### src/rtl/mem_access_unit.sv
// MEM-stage controller: drives a word-wide DataMemory port, extracts and extends sub-word
// loads, and turns byte/half stores into a stalled two-cycle read-modify-write.
module mem_access_unit #(
  parameter int unsigned MEM_BYTES = 4096
) (
  input  logic        Clk,
  input  logic        Reset_n,
  input  logic        In_Valid,
  input  logic        In_MemRead,
  input  logic        In_MemWrite,
  input  logic [1:0]  In_Size,
  input  logic        In_Unsigned,
  input  logic [31:0] In_Address,
  input  logic [31:0] In_StoreData,
  input  logic        In_RegWrite,
  input  logic [4:0]  In_WriteReg,
  output logic        Stall,
  output logic [31:0] Mem_Address,
  output logic [31:0] Mem_WriteData,
  output logic        Mem_MemWrite,
  output logic        Mem_MemRead,
  input  logic [31:0] Mem_ReadData,
  output logic        Out_Valid,
  output logic        Out_RegWrite,
  output logic [4:0]  Out_WriteReg,
  output logic [31:0] Out_WBData,
  output logic        Out_Err
);

  typedef enum logic {StIdle, StWrite} stateT;

  stateT       stateQ, stateD;
  logic [31:0] rmwAddrQ, rmwAddrD;
  logic [31:0] mergedQ, mergedD;
  logic        outValidQ, outValidD;
  logic        outRegWriteQ, outRegWriteD;
  logic [4:0]  outWriteRegQ, outWriteRegD;
  logic [31:0] outWBDataQ, outWBDataD;
  logic        outErrQ, outErrD;

  logic        stallC, memWeC, memReC;
  logic [31:0] memAddrC, memWDataC;

  logic        isMemOp, sizeBad, alignBad, rangeBad, accErr;
  logic [7:0]  laneByte;
  logic [15:0] laneHalf;
  logic [31:0] loadData, mergedWord;

  assign isMemOp  = In_MemRead | In_MemWrite;
  assign sizeBad  = (In_Size == 2'b11);
  assign alignBad = ((In_Size == 2'b01) && In_Address[0]) ||
                    ((In_Size == 2'b10) && (In_Address[1:0] != 2'b00));
  assign rangeBad = (In_Address >= MEM_BYTES);
  assign accErr   = In_Valid && isMemOp &&
                    (sizeBad || alignBad || rangeBad || (In_MemRead && In_MemWrite));

  assign laneByte = Mem_ReadData[{In_Address[1:0], 3'b000} +: 8];
  assign laneHalf = Mem_ReadData[{In_Address[1], 4'b0000} +: 16];

  always_comb begin
    loadData = Mem_ReadData;
    case (In_Size)
      2'b00:   loadData = In_Unsigned ? {24'b0, laneByte} : {{24{laneByte[7]}}, laneByte};
      2'b01:   loadData = In_Unsigned ? {16'b0, laneHalf} : {{16{laneHalf[15]}}, laneHalf};
      default: loadData = Mem_ReadData;
    endcase
  end

  // Old word with only the addressed lane replaced by the store data.
  always_comb begin
    mergedWord = Mem_ReadData;
    if (In_Size == 2'b00) begin
      mergedWord[{In_Address[1:0], 3'b000} +: 8] = In_StoreData[7:0];
    end else begin
      mergedWord[{In_Address[1], 4'b0000} +: 16] = In_StoreData[15:0];
    end
  end

  always_comb begin
    stateD       = stateQ;
    stallC       = 1'b0;
    memAddrC     = {In_Address[31:2], 2'b00};
    memWDataC    = In_StoreData;
    memWeC       = 1'b0;
    memReC       = 1'b0;
    rmwAddrD     = rmwAddrQ;
    mergedD      = mergedQ;
    outValidD    = 1'b0;
    outRegWriteD = 1'b0;
    outWriteRegD = outWriteRegQ;
    outWBDataD   = outWBDataQ;
    outErrD      = 1'b0;
    case (stateQ)
      StIdle: begin
        if (In_Valid) begin
          outValidD    = 1'b1;
          outWriteRegD = In_WriteReg;
          outWBDataD   = In_Address;
          if (accErr) begin
            outErrD = 1'b1;
          end else if (In_MemRead) begin
            memReC       = 1'b1;
            outRegWriteD = In_RegWrite;
            outWBDataD   = loadData;
          end else if (In_MemWrite) begin
            if (In_Size == 2'b10) begin
              memWeC = 1'b1;
            end else begin
              memReC    = 1'b1;
              stallC    = 1'b1;
              rmwAddrD  = {In_Address[31:2], 2'b00};
              mergedD   = mergedWord;
              outValidD = 1'b0;
              stateD    = StWrite;
            end
          end else begin
            outRegWriteD = In_RegWrite;
          end
        end
      end
      StWrite: begin
        memAddrC  = rmwAddrQ;
        memWDataC = mergedQ;
        memWeC    = 1'b1;
        outValidD = 1'b1;
        stateD    = StIdle;
      end
      default: stateD = StIdle;
    endcase
  end

  always_ff @(posedge Clk or negedge Reset_n) begin
    if (!Reset_n) begin
      stateQ       <= StIdle;
      rmwAddrQ     <= '0;
      mergedQ      <= '0;
      outValidQ    <= 1'b0;
      outRegWriteQ <= 1'b0;
      outWriteRegQ <= '0;
      outWBDataQ   <= '0;
      outErrQ      <= 1'b0;
    end else begin
      stateQ       <= stateD;
      rmwAddrQ     <= rmwAddrD;
      mergedQ      <= mergedD;
      outValidQ    <= outValidD;
      outRegWriteQ <= outRegWriteD;
      outWriteRegQ <= outWriteRegD;
      outWBDataQ   <= outWBDataD;
      outErrQ      <= outErrD;
    end
  end

  // Gating with Reset_n drops a pending RMW write the moment reset asserts.
  assign Stall         = stallC & Reset_n;
  assign Mem_MemWrite  = memWeC & Reset_n;
  assign Mem_MemRead   = memReC & Reset_n;
  assign Mem_Address   = Reset_n ? memAddrC : 32'b0;
  assign Mem_WriteData = Reset_n ? memWDataC : 32'b0;

  assign Out_Valid    = outValidQ;
  assign Out_RegWrite = outRegWriteQ;
  assign Out_WriteReg = outWriteRegQ;
  assign Out_WBData   = outWBDataQ;
  assign Out_Err      = outErrQ;

endmodule

### config.mk
export PLATFORM = sky130hd
export DESIGN_NAME = mem_access_unit
export DESIGN_NICKNAME = d
export VERILOG_FILES = /design/src/rtl/mem_access_unit.sv
export SDC_FILE = /design/constraint.sdc
export NUM_CORES = 1
export LEC_CHECK = 0
export CORE_MARGIN = 10
export CORE_UTILIZATION = 40
export CTS_BUF_LIST = sky130_fd_sc_hd__clkbuf_4
export CTS_CLUSTER_SIZE = 25
export DETAILED_ROUTE_END_ITERATION = 10
export PLACE_DENSITY_LB_ADDON = 0.08
export SLEW_MARGIN = 10
export SYNTH_ARGS = -nofsm -noshare
export SYNTH_HDL_FRONTEND = slang
export SYNTH_SLANG_ARGS = --single-unit
export TNS_END_PERCENT = 5
### constraint.sdc
create_clock -name Clk -period 5.11 [get_ports Clk]
set_input_delay 0.7665 -clock Clk [delete_from_list [all_inputs] [get_ports Clk]]
set_output_delay 0.7665 -clock Clk [all_outputs]
set_load 0.02 [all_outputs]
==> out/qor.csv, run 1 <==
stage;metric;value;unit
critical_path;worst path required time;4.34;ns
critical_path;Critical path origin;In_Address[0];
grt;GR peak layer;met2;
routing;DR pass1 iterations;5;
critical_path;Setup crit end kind;output port;
routing;DR vias/cell;5.399;
final_layout;# fillers;1420;
final_layout;layout cell share with drive strength beyond 1;9.048;%
critical_path;CP max-delay cell;clkdlybuf4s50_1;
critical_path;Reg2Reg Depth;6;
timing;Min Clock Period, post-route;4.089;ns
logic_synthesis;largest cells by area after synthesis;dfrtp_1 41%, mux2i_1 13%, nor2b_1 6.7%, nand2_1 5.6%, mux2_2 3.5%;
routing;Initial DRC Count;433;
grt;vias in the first global route;5938;
grt;pin count of the biggest net entering global routing;69;
grt;global-route met1 utilization;25.58;%
logic_synthesis;Synth Flop Type;dfrtp_1;
grt;first-pass GRT wire length;35200;um
power;Leakage;3.743;nW
worst_hold_path;HP Class;input pin to asynchronous set/reset pin;
power;power per cell area;207.8;nW/um^2
routing;DRC errors left;0;
final_layout;commonest non-fill, non-tap cell in the layout;clkdlybuf4s50_1;
power;IR drop worst, VDD;0.1239;mV
clocking;Clock Path Buffers;2;
placement;DP Wirelength;17550;um
run;MaxCap Viol Count;0;
grt;GR Util met3;6.623;%
timing;Fin. Hold Viols;0;
timing;Peak Freq;244.6;MHz
logic_synthesis;Synth warnings;0;
clocking;H-Tree Depth;3;
timing;Slew @ Worst Pin;0.7818;ns
grt;initial antenna violation count;1;
die;Die X;146.0;um
clocking;Post-CTS Setup Bufs;0;
clocking;CTS tree;yes;
logic_synthesis;Post-synth ARST share;100.0;%
timing;endpoints failing setup;0;
critical_path;crit-path max cell delay;0.62;ns
die;Die Y;146.0;um
logic_synthesis;Synth Instances;648;
clocking;# hold bufs at CTS;0;
logic_synthesis;mapped cell area;6351;um^2
die;initial core utilization;40.42;%
clocking;Reg clk slew, reported paths;0.16;ns
logic_synthesis;syn_area_per_cell;9.801;um^2
die;# rows;46;
logic_synthesis;post-synthesis sequential area ratio;40.58;%
critical_path;most common cell type on the critical path;clkdlybuf4s50_1;
die;# IOs;217;
final_layout;fin util;55.77;%
clocking;insertion delay to the later sink of the worst-skew pair;0.48;ns
routing;Vias;5707;
logic_synthesis;top cell type's share of synthesized area;40.58;%
critical_path;Critical Path Start Type;input pin;
final_layout;synth-to-layout area growth;37.96;%
die;Core ar.;15710;um^2
routing;WL/cell;21.38;um
timing;unrepaired setup endpoints after global routing;false;
routing;routed wire length;22600;um
timing;Final Slew Violations;0;
logic_synthesis;#FFs+latches synth;103;
critical_path;worst path arrival time;3.32;ns
timing;skew final;0.01162;ns
logic_synthesis;Yosys top cell by area;dfrtp_1;
timing;relative slew slack;47.69;%
placement;PortBufs;214;
timing;final worst path period share;80.02;%
clocking;CTS root buf;clkbuf_4;
critical_path;Crit Path Category;input pin to output port;
status;status;finished clean;
critical_path;Max FO, Critical Path;9;
final_layout;Layout Nets;949;
final_layout;most frequent cells in the layout;213 x clkdlybuf4s50_1, 102 x dfrtp_1, 94 x nand2_1;
logic_synthesis;EDFF count, synth;0;
placement;Routability Congestion;0.9167;
grt;GR Layer Usage met2;34.19;%
timing;Hold Worst Slack;0.2275;ns
timing;Fin Setup TNS;0;ns
clocking;clk sinks;103;
critical_path;R2R Path Start;stateQ;
die;die area;21320;um^2
grt;Overflow after GRT;0;
routing;antenna violation net count after detailed routing;0;
critical_path;worst-path cell chain;clkdlybuf4s50_1, inv_1, ha_1, nand2b_1, nand3_2, nor3_4, nand2_1, nor2_1, clkdlybuf4s50_1;
clocking;post_cts resized;0;
clocking;Num CTS Buffers;9;
grt;gr usage total;20.67;%
logic_synthesis;Yosys cell types;52;
-- worst max-delay path, delay by kind of cell --
kind	cells	cell delay [ns]
buffers and inverters	3	1.45
and+or+nand+nor	5	0.86
adders and majority gates	1	0.24
-- kinds of logic (layout without fill, tap and decap cells) --
kind of cell / count (synthesis) / in the layout / synth area share, %
AOI/OAI and AO/OA: 120 / 120 / 16.04
adders and majority gates: 4 / 4 / 0.7881
buffers and inverters: 73 / 264 / 5.142
DFF: 103 / 103 / 40.58
muxes: 110 / 110 / 18.07
other: 1 / 3 / 0.05904
and+or+nand+nor: 237 / 237 / 19.33
-- through the flow --
stage	instance area (um^2)	cells	setup WS (ns)	power (W)
finish	8762	1057	1.021	0.001821
detailed placement	8621	1040	1.037	0.001397
floorplan	6355	649	2.327	0.001103
CTS	8760	1056	1.038	0.001840
global route	8762	1057	0.8340	0.001906
global placement	8621	1040	1.061	0.001390
-- metal layers --
layer	up-vias	part of all wire, %
met5	-	0
met4	0	2.0
met1	2760	41
met3	31	7.9
met2	235	49
li1	2681	-
-- cells in the mapped netlist (all sizes together), types with 2 or more instances --
library cell and count:
nand3 4, nor2 23, a2bb2oi 3, a22oi 7
ha 4, nand2b 8, o211ai 7, nor4 5
nor3 3, dfrtp 103, buf 19, a22o 20
a32oi 23, mux2 27, a21oi 20, clkbuf 32
o31ai 7, and2 20, and4b 2, a222oi 16
inv 22, o21ai 11, mux2i 82, nand2 94
or2 6, nor2b 68
-- flip-flops by register name (all words and copies together) (netlist names) --
signal	cells
mergedQ	32
Out_Valid	1
Out_Err	1
Out_WriteReg	5
rmwAddrQ	30
Out_WBData	32
Out_RegWrite	1
stateQ	1
-- worst paths after layout --
path	endpoint	slack, ns
min in group Clk	Out_WriteReg[2]	0.50
hold reg to reg	Out_WriteReg[2]	0.50
hold / removal	rmwAddrQ[16]	0.23
max in group asynchronous	mergedQ[20]	3.92
setup / recovery	Stall	1.02
setup reg to reg	Out_WBData[28]	1.92
-- final cells by class --
type | instances | area, um^2 | share of cell area [%]
antenna | 1 | 2.502 | 0.02856
clock buffer | 9 | 67.56 | 0.7711
clock inverter | 7 | 71.32 | 0.8139
inverter | 22 | 82.58 | 0.9425
multi-input combinational | 473 | 3453 | 39.41
sequential | 103 | 2581 | 29.46
tap | 216 | 270.3 | 3.084
timing repair buffer | 226 | 2233 | 25.49
-- power breakdown --
part	total [W]	leakage (nW)	internal, W	switching (W)
Sequential	0.000858	1.27	0.000842	0.0000160
Combinational	0.000523	2.40	0.000249	0.000274
Clock	0.000439	0.0700	0.000149	0.000290
Total	0.00182	3.74	0.00124	0.000580
No activity file was read; power rests on OpenSTA's default activity.
==> run 2: changes to the inputs <==
==> constraint.sdc (replaced) <==
create_clock -name Clk -period 4 [get_ports Clk]
set_input_delay 0.6 -clock Clk [delete_from_list [all_inputs] [get_ports Clk]]
set_output_delay 0.6 -clock Clk [all_outputs]
set_load 0.02 [all_outputs]
==> out/qor.csv, run 2 (synthesized netlist as in run 1, its figures left out) <==
stage;metric;value;unit;change
status;status;finished clean;;
worst_hold_path;HP Class;flip-flop to flip-flop;;
placement;DP Wirelength;17770;um;+1.2%
die;# rows;46;;unchanged
critical_path;Setup crit end kind;output port;;
power;power per cell area;279.1;nW/um^2;+34%
final_layout;synth-to-layout area growth;39.48;%;
timing;Fin Setup TNS;0;ns;unchanged
power;IR drop worst, VDD;0.1834;mV;+48%
grt;vias in the first global route;6215;;+4.7%
timing;Peak Freq;269.3;MHz;
grt;first-pass GRT wire length;35460;um;+0.73%
timing;endpoints failing setup;0;;unchanged
placement;Routability Congestion;0.9172;;about the same
critical_path;Crit Path Category;input pin to output port;;
clocking;post_cts resized;0;;unchanged
die;Die X;146.0;um;unchanged
timing;Min Clock Period, post-route;3.714;ns;
final_layout;# fillers;1437;;+1.2%
critical_path;worst path arrival time;3.11;ns;-0.21 ns
power;total power;0.002473;W;+36%
power;Leakage;3.795;nW;+1.4%
die;Die Y;146.0;um;unchanged
placement;Placed Area;8656;um^2;+0.41%
clocking;Clock Path Buffers;2;;unchanged
timing;final worst path period share;92.85;%;
die;die area;21320;um^2;unchanged
timing;Slew @ Worst Pin;0.8568;ns;+0.07498 ns
final_layout;Layout Nets;953;;+0.42%
clocking;clk sinks;103;;unchanged
die;# IOs;217;;unchanged
timing;skew final;0.01056;ns;-0.001060 ns
final_layout;commonest non-fill, non-tap cell in the layout;clkdlybuf4s50_1;;
final_layout;layout cell share with drive strength beyond 1;9.479;%;+0.43 points
clocking;insertion delay to the later sink of the worst-skew pair;0.48;ns;about the same
timing;relative slew slack;42.88;%;-4.8 points
critical_path;Max FO, Critical Path;4;;-5
timing;Final Slew Violations;0;;unchanged
critical_path;Critical Path Start Type;input pin;;
placement;PortBufs;214;;unchanged
routing;DR vias/cell;5.457;;+1.1%
clocking;CTS tree;yes;;
grt;Overflow after GRT;0;;unchanged
grt;pin count of the biggest net entering global routing;62;;-10%
critical_path;worst path required time;3.40;ns;-0.94 ns
clocking;Num CTS Buffers;9;;unchanged
die;Core ar.;15710;um^2;unchanged
grt;initial antenna violation count;1;;unchanged
routing;WL/cell;21.60;um;+1.0%
grt;gr usage total;20.88;%;+0.21 points
routing;Initial DRC Count;447;;+3.2%
timing;Fin. Hold Viols;0;;unchanged
final_layout;Post-Layout Inst Area;8859;um^2;+1.1%
clocking;Post-CTS Setup Bufs;0;;unchanged
timing;unrepaired setup endpoints after global routing;false;;
final_layout;most frequent cells in the layout;213 x clkdlybuf4s50_1, 102 x dfrtp_1, 94 x nand2_1;;
clocking;Reg clk slew, reported paths;0.16;ns;about the same
routing;DR pass1 iterations;8;;+3
routing;Vias;5790;;+1.5%
run;MaxCap Viol Count;0;;unchanged
die;initial core utilization;40.42;%;unchanged
routing;antenna violation net count after detailed routing;0;;unchanged
routing;DRC errors left;0;;unchanged
routing;routed wire length;22920;um;+1.4%
clocking;CTS root buf;clkbuf_4;;
clocking;H-Tree Depth;3;;unchanged
==> run 2: cell count changes in the layout (fill, tap and decap cells not counted), sizes merged <==
cell	delta
buf	+3
clkinv	-3
bufinv	+2
clkbuf	+1
clkinvlp	-1
dlygate4sd3	+1
inv	+1
==> run 2: worst max-delay path: stages <==
cell and delay (ns):
clkdlybuf4s50_1 0.44, nor4_1 0.66, nand3_1 0.30, nor3_4 0.25
a21oi_1 0.11, nor2b_1 0.14, clkdlybuf4s50_1 0.62
==> run 2: final cells by class <==
type | instances | area (um^2) | area share (%)
antenna | 1 | 2.502 | 0.02825
clock buffer | 10 | 75.07 | 0.8475
clock inverter | 6 | 115.1 | 1.299
inverter | 22 | 82.58 | 0.9322
multi-input combinational | 473 | 3453 | 38.98
sequential | 103 | 2581 | 29.14
tap | 216 | 270.3 | 3.051
timing repair buffer | 230 | 2278 | 25.72
==> run 2: metal layers <==
layer	track usage (%)	share of wire [%]
met1	25.30	41
met2	34.48	48
met3	5.566	7.7
met4	8.458	3.3
met5	0	0
==> run 2: power breakdown <==
part | switching, W | total, W | internal (W)
logic | 0.000350 | 0.000672 | 0.000322
registers | 0.0000221 | 0.00110 | 0.00108
clock network | 0.000374 | 0.000702 | 0.000328
==> run 2: what timing repair did <==
item,CTS,global route
hold buffers,1,0
endpoints found under the setup margin,0,0
hold endpoints to repair,26,0
==> run 2: through the flow <==
step	worst slack (ns)	hold slack [ns]	std cells	util, %
3_3_place_gp	0.2603	0.4592	1043	55.09
3_5_place_dp	0.2958	0.4706	1043	55.09
2_1_floorplan	1.550	0.3044	649	-
5_1_grt	0.1369	0.5288	1061	56.38
4_1_cts	0.2867	0.5087	1060	56.36
6_report	0.2861	0.5028	1061	56.38
==> run 2: path summary, 6_finish.rpt <==
kind / slack, ns / to / depth (start not counted) / from
max: 0.29 / Mem_MemWrite / 7 / In_Address[19]
max reg2reg: 0.96 / Out_WBData[25] / 5 / stateQ
min reg2reg: 0.50 / Out_WriteReg[1] / 2 / Out_WriteReg[1]
min in group asynchronous: 0.56 / rmwAddrQ[18] / 2 / Reset_n
max in group asynchronous: 2.51 / Out_WBData[6] / 4 / Reset_n
min: 0.50 / Out_WriteReg[1] / 2 / Out_WriteReg[1]
==> RTL edit 1 (flow settings as in run 2) <==
Make the reset (`Reset_n`) synchronous in one clocked block.
--- a/src/rtl/mem_access_unit.sv
+++ b/src/rtl/mem_access_unit.sv
@@ -129,7 +129,7 @@
     endcase
   end
 
-  always_ff @(posedge Clk or negedge Reset_n) begin
+  always_ff @(posedge Clk) begin
     if (!Reset_n) begin
       stateQ       <= StIdle;
       rmwAddrQ     <= '0;
Behaviour: differs if Reset_n is asserted again (counterexample within 4 cycles, from zero or initial values and one cycle with Reset_n low); with Reset_n held inactive, the same outputs for 4 cycles.
==> RTL edit 1 against run 2 <==
  * Power down 7.2%
  * Critical endpoint unchanged
  * Synthesized area shrank 8.5%
  * Worst setup slack got worse by 0.071 ns
  * Largest cell class unchanged
  * Final area shrank 7.7%
  * Utilization increased by 1.8 points
  * Routed wire length up 0.95%
  * Count of clock-buffer cells in the layout is the same
  * Sequential cell count stayed put
==> RTL edit 1: results (changes against run 2) <==
- 75 — largest net degree at the start of global routing, +21%
- Out_WriteReg[4] — Worst Hold Launch
- 0 — initial antenna violation count, -1
- 6027 — via count of the first global-routing pass, -3.0%
- 0.49 ns — clock latency on the worst-skew pair
- 35400 µm — global-route wire length before repair, about the same
- sky130_fd_sc_hd__nor2_1, sky130_fd_sc_hd__dfxtp_1, sky130_fd_sc_hd__mux2i_1 — most frequent cells after synthesis
- 6073 — vias after detailed routing, +4.9%
- 0 — ANT cells, -1
- stateQ — launching point of the worst reg2reg path
- sky130_fd_sc_hd__clkbuf_4 — root buf cell
- 9 — number of buffers created by CTS, unchanged
- finished clean — result of the run
- 23100 µm — total routed wirelength, +0.95%
- 2.86 nW — LEAKAGE, -25%
- 0.98 ns — reg-to-reg setup timing slack, +0.02 ns
- 0.0256 ns — worst clock skew, +0.0151 ns
- 3 — highest net fanout along the worst path, -1
- Out_WriteReg[4] — Hold Path Sink
- sky130_fd_sc_hd__clkdlybuf4s50_1 — slowest library cell on the worst path
- 6.81% — share of cells above drive strength 1, -2.7 points
- 22.3% — GRT Total Usage, +1.4 points
- 620 — 1st-iter DRT viols, +39%
- 7 — DR pass1 iterations, -1
- 0.940 — Final Wtd Congestion, +2.5%
- 2 — worst-case clock buffer depth, unchanged
- 214 — count of input and output buffers, unchanged
- sky130_fd_sc_hd__dfxtp_1, sky130_fd_sc_hd__mux2i_1, sky130_fd_sc_hd__nor2_1 — cell types occupying the most area after synthesis
- 0.000195 V — worst supply voltage drop on vdd, +6.1%
- 1.18 ns — Worst Max-Slew Pin Slew, +0.327 ns
- 976 — Nets, +2.4%
- 0.63 ns — maximum single-stage delay on the critical path, -0.03 ns
- 51 — count of different cell masters after synthesis, -1.9%
- Out_WBData[26] — endpoint of the worst register-to-register path
- 0.467 ns — final hold slack, -0.0355 ns
- 3.19 ns — Worst EP arrival, +0.08 ns
- 0% — Async SR Flop Fraction, -100 points
- 0 — post-CTS sizing, unchanged
- 17800 µm — estimated wirelength of the detail-placed design, about the same
- 35.5% — part of the Yosys area used for sequential elements, -5.1 points
-- RTL edit 1: area by class of cell --
| class | instances | area (µm²) |
|---|---|---|
| fill | 1247 | 5870 |
| multi-input combinational | 509 | 3420 |
| timing repair buffer | 233 | 2300 |
| sequential | 103 | 2070 |
| tap | 180 | 225 |
| clock buffer | 10 | 75.1 |
| clock inverter | 6 | 60.1 |
| inverter | 6 | 23.8 |
-- RTL edit 1: worst max path at each step --
stage	startpoint	end	slack (ns)	cells past startpoint
6_report	In_Address[16]	Mem_MemWrite	0.21	7
5_1_grt	In_Address[0]	Mem_MemWrite	0.10	7
4_1_cts	In_Address[16]	Mem_MemWrite	0.23	7
3_5_place_dp	In_Address[16]	Mem_MemWrite	0.24	7
3_3_place_gp	In_Size[1]	Mem_MemWrite	0.27	7
2_1_floorplan	In_Address[0]	Mem_MemWrite	1.01	8
-- RTL edit 1: per-layer routing --
metal / routed length, µm / global-route usage [%]
met3: 2570 / 7.64
met5: 0 / 0
met2: 10400 / 34.7
met1: 9610 / 28.0
met4: 575 / 7.45
-- RTL edit 1: cells by family after synthesis --
family / count (synthesis) / share of synthesized area [%]
simple gates: 236 / 18.9
mux: 92 / 15.9
flops: 103 / 35.5
other cells: 1 / 0.0645
compound gates: 175 / 22.8
buf+inv: 72 / 5.94
fa+ha+maj: 4 / 0.861
-- RTL edit 1: stage by stage --
| step | cells | setup slack, ns | power [mW] | instance area (µm²) | utilization [%] |
|---|---|---|---|---|---|
| finish | 1047 | 0.215 | 2.30 | 8170 | 58.2 |
| detailed placement | 1031 | 0.245 | 1.75 | 8040 | 57.2 |
| CTS | 1047 | 0.232 | 2.31 | 8170 | 58.2 |
| floorplan | 684 | 1.01 | 1.40 | 5820 | - |
| global route | 1047 | 0.104 | 2.38 | 8170 | 58.2 |
| global placement | 1031 | 0.270 | 1.75 | 8040 | 57.2 |
-- RTL edit 1: power breakdown --
group	total (mW)	switching, mW	leakage [nW]	internal, mW
sequential	1.08	0.0235	0.839	1.06
combinational	0.658	0.355	1.95	0.303
clock	0.559	0.362	0.0758	0.196
total	2.30	0.741	2.86	1.55
-- RTL edit 1: tightest hold or removal path, stage by stage (launching register included) --
cell and delay [ns]:
sky130_fd_sc_hd__dfxtp_1 0.34, sky130_fd_sc_hd__nand2_1 0.05, sky130_fd_sc_hd__a21oi_1 0.05
==> RTL edit 2 (config.mk and constraints of run 2) <==
Without the edit above. `MEM_BYTES`: 4096 -> 2048.
--- a/src/rtl/mem_access_unit.sv
+++ b/src/rtl/mem_access_unit.sv
@@ -1,7 +1,7 @@
 // MEM-stage controller: drives a word-wide DataMemory port, extracts and extends sub-word
 // loads, and turns byte/half stores into a stalled two-cycle read-modify-write.
 module mem_access_unit #(
-  parameter int unsigned MEM_BYTES = 4096
+  parameter int unsigned MEM_BYTES = 2048
 ) (
   input  logic        Clk,
   input  logic        Reset_n,
Check against the original RTL: not equivalent (a bounded check fails within 4 cycles, from zero or initial values and one cycle with Reset_n low).
==> RTL edit 2 against run 2 <==
  * Routed wire length rose by 1.0%
  * Critical path depth did not move
  * First-iteration DRC count grew 4.3%
  * Sequential share of layout area rose by 0.21 points
  * Final area is 0.72% lower
  * Worst setup slack worse by 0.066 ns
  * Synthesized area down 1.2%
  * Power is 3.9% lower
  * Final cell count rose by 2.7%
  * Sequential cell count stayed put
  * Hold slack worse by 0.46 ns
  * Critical endpoint unchanged
  * Largest cell class unchanged
==> RTL edit 2: results (changes against run 2) <==
- 1.02 ns — reg-to-reg setup timing slack, +0.06 ns
- 0 — Ys Warns, unchanged
- 0.00864 mm² — instance area after placement, -0.13%
- 466 — 1st-iter DRT viols, +4.3%
- 1387 — number of inserted filler cells in the final layout, -3.5%
- sky130_fd_sc_hd__clkdlybuf4s50_1 — slowest library cell on the worst path
- in -> async — Hold/Removal Path Class
- 23100 µm — total routed wirelength, +1.0%
- sky130_fd_sc_hd__dfrtp_1, sky130_fd_sc_hd__mux2i_1, sky130_fd_sc_hd__nor2b_1 — cell types occupying the most area after synthesis
- finished clean — result of the run
- 564 µW — total clock network power, -20%
- 29.9% — fraction of power consumed by combinational cells, +2.7 points
- 0.60 ns — maximum single-stage delay on the critical path, -0.06 ns
- 0.798% — post-synthesis share of cell area spent on full adders, half adders and majority gates, +0.0099 points
- 33.1% — met2 routing resource usage after global routing, -1.3 points
- 214 — count of input and output buffers, unchanged
- 18000 µm — estimated wirelength of the detail-placed design, +1.3%
- 0.199 ns — pre-CTS WS, -0.0969 ns
- 6 — DR pass1 iterations, -2
- 0.886 — Final Wtd Congestion, -3.4%
- 100% — Async SR Flop Fraction, unchanged
- 26.7% — global-route track usage on met1, +1.4 points
- 6197 — via count of the first global-routing pass, -0.29%
- 1090 — post-layout instance count excluding filler cells, +2.7%
- 4 — highest net fanout along the worst path, unchanged
- sky130_fd_sc_hd__dfrtp_1, sky130_fd_sc_hd__nand2_1, sky130_fd_sc_hd__nor2b_1 — most frequent cells after synthesis
- 753 µW — switching power total, +0.86%
- 3.55 nW — LEAKAGE, -6.4%
- 0 — Post-CTS Repair Setup Buffers, unchanged
- 6 — R2R cell count, +1
- 9.11% — share of cells above drive strength 1, -0.37 points
- met4 — uppermost metal layer occupied by signal nets
- 2060 µm — met3 WL, +16%
- 7.05% — met3 Resource Use GR, +1.5 points
- 41.1% — part of the Yosys area used for sequential elements, +0.51 points
- 9990 µm — DRT met1 WL, +5.6%
- 0.000138 V — worst supply voltage drop on vdd, -25%
- 0 — post-CTS sizing, unchanged
- 12.9% — share of cell area taken by muxes after synthesis, -5.1 points
- rmwAddrQ[3] — endpoint of the worst register-to-register path
- 51 — count of different cell masters after synthesis, -1.9%
- 987 — Nets, +3.6%
- 1.02 ns — Worst Max-Slew Pin Slew, +0.159 ns
- 677 — synthesized instance count, +4.5%
- 35600 µm — global-route wire length before repair, +0.33%
- 21.1% — GRT Total Usage, +0.21 points
- 57.6% — final core area utilization, +1.3 points
- 10500 µm — met2 layer wire length in the routed design, -4.0%
- 0.0388 ns — final hold slack, -0.464 ns
- 3.18 ns — Worst EP arrival, +0.07 ns
- 18.6% — compound-gate portion of the synthesized area, +2.6 points
- buffers and inverters — critical path's top delay family
- 96 — largest net degree at the start of global routing, +55%
- 712 µW — combinational power, +6.0%
- 5.49 — vias per std cell, +0.65%
- 0.220 ns — min setup slack post-route, -0.0663 ns
- 0.0173 ns — worst clock skew, +0.00678 ns
-- RTL edit 2: cell types whose count changed after synthesis, sizes merged, moves of 7 or more --
cell and delta:
o21a +8, o21ai +7, a22oi +9, mux2i -19
nor2 +45, a21oi +26, mux2 -11, o22ai +9
nor2b +19, and2 -18, inv -17, a22o -19
-- RTL edit 2: worst max path at each step --
stage | startpoint | end | cells after the start
after floorplan | In_Address[1] | Mem_MemRead | 10
after global placement | In_Address[22] | Mem_MemWrite | 7
after detailed placement | In_Address[22] | Mem_MemWrite | 7
after CTS | In_Address[22] | Mem_MemWrite | 7
after global routing | In_Address[0] | Mem_MemWrite | 9
final | In_Address[22] | Mem_MemWrite | 7
-- RTL edit 2: cell type report --
class / instances / share of cell area, %
clock inverter: 5 / 0.669
timing repair buffer: 239 / 26.8
clock buffer: 11 / 0.939
multi-input combinational: 515 / 39.0
antenna: 1 / 0.0285
sequential: 103 / 29.3
tap: 211 / 3.00
inverter: 5 / 0.213
